## src/rtl/mem_arbiter.sv

```systemverilog
// mem_arbiter -- two-port arbiter in front of a single-port block RAM.
//
// Port 0 carries data-side requests, port 1 carries instruction fetches.
// At most one request is accepted per cycle and driven straight onto the
// RAM pins in the same cycle (zero wait states). Read responses come back
// exactly one cycle later, steered to the requesting port by a one-entry
// response tag (rsp_pend_q / rsp_port_q).
//
// Build option:
//   MEM_ARBITER_RR_EN  defined   -> ties are broken round-robin through a
//                                   1-bit preferred-port pointer.
//                      undefined -> fixed priority, port 0 always wins ties
//                                   and no pointer register exists.
//
// Reset is synchronous and active high. The RAM-side request path and the
// read response outputs are combinational by construction: the RAM must see
// the request in the accepting cycle, and ram_dout is only valid in the
// single cycle after the read.

module mem_arbiter #(
    parameter int ADDR_W = 32,
    parameter int DATA_W = 32
) (
    input  logic              clk,
    input  logic              rst,

    // Port 0 (data)
    input  logic              p0_valid,
    input  logic              p0_we,
    input  logic [ADDR_W-1:0] p0_addr,
    input  logic [DATA_W-1:0] p0_wdata,
    output logic              p0_ready,
    output logic              p0_rvalid,

    // Port 1 (instruction fetch)
    input  logic              p1_valid,
    input  logic              p1_we,
    input  logic [ADDR_W-1:0] p1_addr,
    input  logic [DATA_W-1:0] p1_wdata,
    output logic              p1_ready,
    output logic              p1_rvalid,

    // Shared read data, qualified by p0_rvalid / p1_rvalid
    output logic [DATA_W-1:0] rdata,

    // Block RAM port
    output logic              ram_en,
    output logic              ram_we,
    output logic [ADDR_W-1:0] ram_addr,
    output logic [DATA_W-1:0] ram_di,
    input  logic [DATA_W-1:0] ram_dout
);

    // ------------------------------------------------------------------
    // State
    // ------------------------------------------------------------------
    logic rsp_pend_q;   // a read was accepted last cycle
    logic rsp_pend_d;
    logic rsp_port_q;   // which port that read belongs to (0/1)
    logic rsp_port_d;

`ifdef MEM_ARBITER_RR_EN
    logic ptr_q;        // preferred port on a tie
    logic ptr_d;
`endif

    // ------------------------------------------------------------------
    // Arbitration signals
    // ------------------------------------------------------------------
    logic prefer1_s;    // 1 when port 1 wins a tie this cycle
    logic grant0_s;
    logic grant1_s;
    logic acc_we_s;     // type of the accepted request
    logic acc_rd_s;     // a read was accepted this cycle

    // Tie preference: pointer in round-robin builds, port 0 otherwise.
`ifdef MEM_ARBITER_RR_EN
    assign prefer1_s = ptr_q;
`else
    assign prefer1_s = 1'b0;
`endif

    // Pick at most one winner; nothing is accepted while in reset.
    always_comb begin
        grant0_s = 1'b0;
        grant1_s = 1'b0;
        if (rst) begin
            grant0_s = 1'b0;
            grant1_s = 1'b0;
        end else if (p0_valid && p1_valid) begin
            grant0_s = ~prefer1_s;
            grant1_s = prefer1_s;
        end else begin
            grant0_s = p0_valid;
            grant1_s = p1_valid;
        end
    end

    // Steer the winning request onto the RAM pins in the same cycle.
    always_comb begin
        ram_en   = 1'b0;
        ram_we   = 1'b0;
        ram_addr = '0;
        ram_di   = '0;
        acc_we_s = 1'b0;
        if (grant1_s) begin
            ram_en   = 1'b1;
            ram_we   = p1_we;
            ram_addr = p1_addr;
            ram_di   = p1_wdata;
            acc_we_s = p1_we;
        end else if (grant0_s) begin
            ram_en   = 1'b1;
            ram_we   = p0_we;
            ram_addr = p0_addr;
            ram_di   = p0_wdata;
            acc_we_s = p0_we;
        end else begin
            ram_en   = 1'b0;
            ram_we   = 1'b0;
            ram_addr = '0;
            ram_di   = '0;
            acc_we_s = 1'b0;
        end
    end

    assign p0_ready = grant0_s;
    assign p1_ready = grant1_s;
    assign acc_rd_s = (grant0_s || grant1_s) && !acc_we_s;

    // Next-state for the response tag: tag every accepted read, writes leave nothing behind.
    always_comb begin
        rsp_pend_d = acc_rd_s;
        rsp_port_d = rsp_port_q;
        if (acc_rd_s) begin
            rsp_port_d = grant1_s;
        end else begin
            rsp_port_d = rsp_port_q;
        end
    end

`ifdef MEM_ARBITER_RR_EN
    // Next-state for the tie pointer: after any acceptance, prefer the other port.
    always_comb begin
        ptr_d = ptr_q;
        if (grant0_s) begin
            ptr_d = 1'b1;
        end else if (grant1_s) begin
            ptr_d = 1'b0;
        end else begin
            ptr_d = ptr_q;
        end
    end
`endif

    // State registers; reset clears any in-flight read so it is never answered.
    always_ff @(posedge clk) begin
        if (rst) begin
            rsp_pend_q <= 1'b0;
            rsp_port_q <= 1'b0;
`ifdef MEM_ARBITER_RR_EN
            ptr_q      <= 1'b0;
`endif
        end else begin
            rsp_pend_q <= rsp_pend_d;
            rsp_port_q <= rsp_port_d;
`ifdef MEM_ARBITER_RR_EN
            ptr_q      <= ptr_d;
`endif
        end
    end

    // Read response: RAM output is valid only in the cycle after the read,
    // so it is forwarded directly. Reset masks a read tagged on the edge
    // just before reset was raised.
    always_comb begin
        p0_rvalid = 1'b0;
        p1_rvalid = 1'b0;
        rdata     = '0;
        if (rst) begin
            p0_rvalid = 1'b0;
            p1_rvalid = 1'b0;
            rdata     = '0;
        end else if (rsp_pend_q) begin
            p0_rvalid = ~rsp_port_q;
            p1_rvalid = rsp_port_q;
            rdata     = ram_dout;
        end else begin
            p0_rvalid = 1'b0;
            p1_rvalid = 1'b0;
            rdata     = '0;
        end
    end

endmodule

```

## config.mk

```make
export PLATFORM = sky130hd
export DESIGN_NAME = mem_arbiter
export DESIGN_NICKNAME = d
export VERILOG_FILES = /design/src/rtl/mem_arbiter.sv
export SDC_FILE = /design/constraint.sdc
export NUM_CORES = 1
export LEC_CHECK = 0
export CELL_PAD_IN_SITES_DETAIL_PLACEMENT = 1
export CELL_PAD_IN_SITES_GLOBAL_PLACEMENT = 2
export CORE_ASPECT_RATIO = 0.75
export CORE_MARGIN = 2
export CORE_UTILIZATION = 10
export DETAILED_ROUTE_END_ITERATION = 16
export PLACE_DENSITY_LB_ADDON = 0.12
export SYNTH_ARGS = -nofsm -noshare
export SYNTH_HDL_FRONTEND = slang
export SYNTH_SLANG_ARGS = --single-unit
```

## constraint.sdc

```tcl
create_clock -name clk -period 1.6 [get_ports clk]
set_clock_uncertainty 0.15 [all_clocks]
set_input_delay 0.4 -clock clk [delete_from_list [all_inputs] [get_ports clk]]
set_output_delay 0.4 -clock clk [all_outputs]
set_load 0.005 [all_outputs]
```

======== Word level (Yosys, flattened, before mapping) ========
Index checks and enable logic that the tools add are counted.
Widths: inputs -> output; s select.
word-level totals
  register bits after elaboration ......... 2
  logic and storage cells ................. 25
  input port bits ......................... 166
operators by class
  muxes and demuxes ....................... 18
  bitwise logic cells ..................... 1
  reductions and logical operators ........ 4
operators with widths
  cell               number
  $mux 32            6
  $mux 1             12
  $logic_and 1x1->1  2
  $logic_not 1->1    1
  $logic_or 1x1->1   1
  $not 1->1          1

======== Logic depth before layout (Yosys ltp) ========
Gate-level depths: netlist (run 1).
  depth after elaboration ................. 7
  gate-level depth with buffers ........... 4
  mapped depth without buffers ............ 2

======== Worst setup path after synthesis (run 1) ========
OpenSTA, ideal clock, no wires.
  kind .................................... in2out
  start ................................... in p1_valid
  end ..................................... out ram_addr[10]
  stages on the path ...................... 3
  path buffers ............................ 2
  data arrival time ....................... 1.051 ns
  required time ........................... 1.050 ns
  setup slack ............................. -0.001 ns
  path through ............................ buf_2 -> clkbuf_1 -> a32o_1
between the ends
  cells in the longest elaborated chain, start to end .. 5
  elaborated cells on any way between the ends .. 7
  classes of those cells .................. 6 x mux; 1 x reduce/logical
RTL lines
  item                line  text
  start: declaration  36    input logic p1_valid,
  $logic_and 1x1->1   90    end else if (p0_valid && p1_valid) begin
  $mux 1              90
  $mux 1              87    if (rst) begin
  $mux 32             112   end else if (grant0_s) begin
  $mux 32 (*)         106   if (grant1_s) begin
  end: declaration    49    output logic [ADDR_W-1:0] ram_addr,
Every way passes the cells marked *; elsewhere a longest branch is shown, timed or not.

======== Worst setup path in the final report (run 1) ========
  start ................................... in p0_valid
  end ..................................... out ram_di[25]
between the ends
  cells in the longest elaborated chain, start to end .. 5
  elaborated cells on any way between the ends .. 7
  classes of those cells .................. 6 x mux; 1 x reduce/logical
RTL lines
  item                line  text
  start: declaration  28    input logic p0_valid,
  $logic_and 1x1->1   90
  $mux 1              90
  $mux 1              87
  $mux 32             112
  $mux 32 (*)         106
  end: declaration    50    output logic [DATA_W-1:0] ram_di,
Marked as above.

==> impl_metrics.csv, run 1 <==
group,metric,value,unit
outcome,status,"complete, but fails checks",
outcome,violations,"setup timing",
clock_network,clk_pin_slew,0.03,ns
placement,dp_hpwl,7.39,mm
sta,fin_ws,-0.424,ns
sta,timing.final.crit_share,127,%
power,clockPowerShare,25.0,%
routing,drc,0,
critical_path,critical_path_class,"in -> out",
synthesis,syn-num-nets,302,
synthesis,yosysWarnings,0,
critical_path,worst_ep_required_time,1.05,ns
grt,antenna_found_initial,0,
critical_path,crit_path_start,"p0_valid",
power,power.switching,403,uW
critical_path,rr_startpoint,"rsp_port_q$_SDFFE_PP0P_",
finish,area_growth,312,%
clock_network,cts_sinks,2,
sta,slew_headroom,76.3,%
sta,fin_crit,2.02,ns
die,ioPinCount,268,
routing,wire_per_inst,20.1,um
power,p_int,1130,uW
routing,drt_wl_total,11.6,mm
finish,ff_latch_area,41.3,um2
synthesis,syn-cell-area,1110,um2
sta,max_freq,494,MHz
clock_network,tritoncts,"yes",
placement,pre_cts_ws,-1.07,ns
finish,final_util,42.0,%
worst_hold_path,worst_hold_path_type,"in -> reg",
sta,slew_viol_final,0,
power,peakVddDrop,0.208,mV
power,pwr-share-comb,71.4,%
critical_path,slowest_stage,"a32o_1",
critical_path,r2r_cells,1,
finish,multiInputGateArea,1030,um2
clock_network,numCtsBuffers,3,
grt,grt_util_all_layers,16.5,%
grt,grt.overflow.total,0,
critical_path,rrSetupSlack,0.79,ns
die,die_width,126,um
synthesis,synth_area_leaders,"a32o_1 (58%), and2_1 (19%), buf_6 (5.1%)",
grt,first_global_vias,2580,
critical_path,crit_chain,"buf_8, nor2b_4, buf_12, buf_8, buf_12, buf_6, a32o_1, buf_2",
placement,place.gp.congestion,0.757,
critical_path,reg2reg_to,"rsp_port_q$_SDFFE_PP0P_",
clock_network,cts_hold_buf,0,
grt,grt_max_degree,34,
synthesis,synth_top_area_cell,"a32o_1",
critical_path,cp_data_arrival_time,1.47,ns
power,swShare,26.4,%
power,pwr-share-seq,3.6,%
synthesis,ys_types,16,
routing,drt_iter0_drc,121,
grt,grt_pass1_wl,15.4,mm
clock_network,cts_buffer_depth,2,
clock_network,root_buffer,"clkbuf_16",
die,core,10900,um2
finish,antenna_cells,0,
synthesis,syn_area_per_cell,8.18,um2
die,initial_core_util,10.2,%
routing,antenna_left,0,
routing,vias,2584,
sta,holdWs,0.404,ns
finish,post_route_cells_drive_above_1_share,45.4,%
critical_path,endpoint,"ram_di[25]",
sta,rsz0062_at_grt,"yes",
synthesis,synth_cells,136,
finish,fillers,1270,
sta,hold_viol_final,0,
routing,first_pass_iters,4,
die,dieArea,12000,um2
finish,final_common_cell,"clkdlybuf4s50_1",
critical_path,end_kind,"output port",
placement,portBuffers,267,
finish,final_nets,604,
run,max_cap_violations,0,
power,leakage,0.00206,uW
clock_network,clock_latency,0.22,ns
critical_path,cp-start-kind,"primary input",
synthesis,synth_top_area_share,58.5,%
sta,worstMarginPinSlew,0.351,ns
routing,vias_per_cell,4.49,
synthesis,ys_seq_area_share,3.60,%
finish,mostFrequentLayoutCells,"clkdlybuf4s50_1 (160), buf_2 (69), a32o_1 (62), buf_6 (39), and2_4 (28)",
critical_path,path_max_fanout,7,
synthesis,ys_ff_latch,2,
critical_path,slowest_delay,0.20,ns
clock_network,htreeDepth,1,
power,powerDensity,334,nW/um2
die,fp-row-count,33,
sta,setup_viol,100,
die,die_height,95.3,um
flip-flops by register name, summed over array words and instances (netlist names):
signal	flops
rsp_pend_q	1
rsp_port_q	1
cells by family (layout without fill, tap and decap cells):
kind of cell,after synthesis,after routing,share of synthesized area (%)
AOI/OAI and AO/OA,67,67,60.0
and+or+nand+nor,42,42,23.3
buffers and inverters,25,325,13.2
DFF,2,2,3.60
metal layers:
metal	vias up	wire, um	track usage [%]
met5	-	0	0
met4	0	80	2.20
met1	1226	4810	20.2
met2	158	5820	30.1
li1	1194	-	-
met3	6	884	4.10
synth_stat cells, drive strengths merged:
master  number
nor4b        1
a31o         1
nand2b       1
inv          1
and2        33
nor3b        1
dfxtp        2
o21bai       1
buf         16
a32o        65
nor2b        3
clkbuf       8
nor2         3
power groups by stage:
| stage | registers [uW] | logic, uW | clock network [uW] |
|---|---|---|---|
| 2_1_floorplan | 54.4 | 224 | 0 |
| 6_report | 55.5 | 1090 | 382 |
| 5_1_grt | 55.9 | 1160 | 392 |
| 4_1_cts | 55.7 | 1010 | 389 |
| 3_5_place_dp | 55.4 | 942 | 0 |
| 3_3_place_gp | 55.4 | 939 | 0 |
worst max-delay path, delay by kind of cell:
family / cells / cell delay, ns
AO/OA/AOI/OAI: 1 / 0.20
buffers and inverters: 6 / 0.74
AND/OR/NAND/NOR: 1 / 0.13
how the worst min path moves through the flow:
stage                            startpoint                       to  slack (ns)  depth (start not counted)
CTS                                     rst    rsp_pend_q$_SDFF_PP0_        0.43                          3
global route                            rst    rsp_pend_q$_SDFF_PP0_        0.42                          3
finish                                  rst    rsp_pend_q$_SDFF_PP0_        0.40                          3
detailed placement  rsp_port_q$_SDFFE_PP0P_  rsp_port_q$_SDFFE_PP0P_        0.41                          1
global placement    rsp_port_q$_SDFFE_PP0P_  rsp_port_q$_SDFFE_PP0P_        0.41                          1
floorplan           rsp_port_q$_SDFFE_PP0P_  rsp_port_q$_SDFFE_PP0P_        0.33                          1
through the flow:
| stage | cells | total power, uW | setup TNS, ns | cell area, um2 |
|---|---|---|---|---|
| 2_1_floorplan | 136 | 279 | 0 | 1110 |
| 3_3_place_gp | 532 | 994 | -102.07 | 4000 |
| 3_5_place_dp | 532 | 998 | -103.74 | 4000 |
| 4_1_cts | 561 | 1450 | -29.28 | 4230 |
| 5_1_grt | 576 | 1610 | -31.00 | 4580 |
| 6_report | 576 | 1530 | -27.20 | 4580 |
repair_timing:
action	CTS	global route
gates cloned	10	8
pin swaps	7	75
setup buffers	16	10
resized for setup	398	107
endpoints found under the setup margin	104	101
area by class of cell:
type / count / area share (%)
Timing Repair Buffer: 321 / 71.1
Multi-Input combinational cell: 109 / 22.4
Tap cell: 140 / 3.82
Clock buffer: 3 / 1.64
Sequential cell: 2 / 0.901
Inverter: 1 / 0.0819
Note: power is estimated with default switching activity, not from simulation.
==> run 2: changes to the inputs <==
--- a/config.mk
+++ b/config.mk
@@ -12,6 +12,7 @@
 export CORE_UTILIZATION = 10
 export DETAILED_ROUTE_END_ITERATION = 16
 export PLACE_DENSITY_LB_ADDON = 0.12
+export REMOVE_ABC_BUFFERS = 1
 export SYNTH_ARGS = -nofsm -noshare
 export SYNTH_HDL_FRONTEND = slang
 export SYNTH_SLANG_ARGS = --single-unit
==> run 2 against run 1 <==
Net effect:
- the run still ends with setup timing left
- hold slack improved by 0.0066 ns
- cell count rose by 2.8%
- setup slack improved by 0.014 ns
- highest routed layer unchanged
- power rose by 0.93%
- sequential power fell by 0.9%
- final area rose by 0.14%
- global-route usage rose by 0.92 points
- sequential share of layout area barely moved
- critical path depth did not move
- core utilization rose by 0.057 points
- critical endpoint is now ram_di[27]
- die area did not move
- non-clock buffer count rose by 16
==> impl_metrics.csv, run 2 (synthesis results as in run 1) <==
group,metric,value,unit
outcome,status,"complete, but fails checks",
outcome,violations,"setup timing",
critical_path,path_buf_inv,6,
sta,tns,-27.58,ns
grt,grt_max_degree,36,
sta,setup_viol,100,
clock_network,cts_sinks,2,
finish,reg_top3,"rsp_pend_q: 1 flops, rsp_port_q: 1 flops",
routing,drt_iter0_drc,50,
die,initial_core_util,10.2,%
worst_hold_path,hp-start,"rst",
sta,slew_viol_final,0,
clock_network,htreeDepth,1,
sta,slew_headroom,77.6,%
power,peakVddDrop,0.216,mV
critical_path,end_kind,"output port",
die,die_height,95.3,um
placement,dp_hpwl,7.57,mm
finish,ff_latch_area,41.3,um2
die,dieArea,12000,um2
finish,multiInputGateArea,991,um2
critical_path,slowest_stage,"a32o_1",
grt,grt_pass1_wl,16.1,mm
grt,grt.overflow.total,0,
finish,fillers,1246,
critical_path,slowest_delay,0.21,ns
die,die_width,126,um
finish,layout.cells.non_filler,592,
critical_path,rr_startpoint,"rsp_port_q$_SDFFE_PP0P_",
critical_path,critical_path_class,"in -> out",
finish,post_route_cells_drive_above_1_share,43.6,%
grt,antenna_found_initial,0,
critical_path,path_max_fanout,5,
routing,vias_per_cell,4.43,
grt,grt_util_all_layers,17.4,%
sta,timing.final.crit_share,126,%
critical_path,crit_top_cell,"buf_8",
finish,area_growth,312,%
routing,vias,2624,
power,leakage,0.00209,uW
clock_network,clk_pin_slew,0.03,ns
worst_hold_path,worst_hold_path_type,"in -> reg",
routing,antenna_left,0,
sta,holdWs,0.411,ns
grt,first_global_vias,2711,
finish,final_common_cell,"clkdlybuf4s50_1",
critical_path,crit_path_start,"p0_valid",
die,fp-row-count,33,
critical_path,rrSetupSlack,0.80,ns
placement,portBuffers,267,
placement,pre_cts_ws,-1.09,ns
sta,fin_ws,-0.410,ns
routing,drt_wl_total,11.7,mm
sta,hold_viol_final,0,
critical_path,crit_chain,"buf_8, buf_6, nor2b_4, buf_8, buf_8, buf_16, a32o_1, buf_2",
clock_network,cts_buffer_depth,2,
power,powerDensity,336,nW/um2
die,ioPinCount,268,
die,core,10900,um2
clock_network,clock_latency,0.22,ns
routing,wire_per_inst,19.8,um
placement,dp.cells,532,
critical_path,cp-start-kind,"primary input",
finish,mostFrequentLayoutCells,"clkdlybuf4s50_1 (161), buf_2 (78), a32o_1 (64), buf_6 (35), and2_1 (22)",
routing,first_pass_iters,4,
placement,place.gp.congestion,0.734,
clock_network,numCtsBuffers,3,
critical_path,crit_family,"buffers and inverters",
finish,final_nets,620,
critical_path,worst_ep_required_time,1.05,ns
power,total_power,1540,uW
sta,worstMarginPinSlew,0.335,ns
critical_path,cp_data_arrival_time,1.46,ns
run,max_cap_violations,0,
sta,fin_crit,2.01,ns
clock_network,tritoncts,"yes",
sta,max_freq,497,MHz
clock_network,root_buffer,"clkbuf_16",
finish,antenna_cells,0,
routing,drc,0,
sta,rsz0062_at_grt,"yes",
run 2: changes by cell type in the layout (fill, tap and decap cells not counted), moves of 2 or more:
cell       before  now
a32o_1         62   64
a32o_2          3    1
and2_1          5   22
and2_4         28   11
buf_12         11   15
buf_2          69   78
buf_4          10   13
buf_6          39   35
clkbuf_16      10    5
clkbuf_2        7   15
run 2: per-stage QoR:
stage | instance area (um2) | utilization [%]
5_1_grt | 4590 | 42.1
6_report | 4590 | 42.1
3_5_place_dp | 3980 | 36.5
4_1_cts | 4570 | 42.0
3_3_place_gp | 3980 | 36.5
2_1_floorplan | 970 | -
run 2: area by class of cell:
class,instances,area share [%]
tap,140,3.82
inverter,1,0.0818
sequential,2,0.900
timing repair buffer,337,72.0
clock buffer,3,1.64
multi-input combinational,109,21.6
run 2: path summary, 6_finish.rpt:
kind                                                 to  depth (start not counted)
worst max register to register  rsp_port_q$_SDFFE_PP0P_                          1
worst min-delay path              rsp_pend_q$_SDFF_PP0_                          3
worst max-delay path                         ram_di[27]                          8
worst min register to register  rsp_port_q$_SDFFE_PP0P_                          1
run 2: per-layer routing:
metal / global-route usage (%) / vias up / share of wire, % / wire [um]
li1: - / 1230 / - / -
met1: 21.0 / 1247 / 41 / 4810
met2: 32.3 / 145 / 50 / 5800
met3: 4.49 / 2 / 9.1 / 1060
met4: 1.92 / 0 / 0.29 / 34
met5: 0 / - / 0 / 0
run 2: power breakdown:
part | switching (uW) | leakage [uW] | total, uW | internal, uW
combinational | 341 | 0.00203 | 1110 | 768
sequential | 1.69 | 0.0000168 | 55.0 | 53.4
clock | 60.5 | 0.0000370 | 379 | 318
run 2: timing repair:
item / 4_1_cts / 5_1_grt
hold buffers: 0 / 0
buffers inserted: 28 / 19
resized for setup: 386 / 92
pin swaps: 51 / 29
gates cloned: 16 / 5
endpoints found under the setup margin: 104 / 103
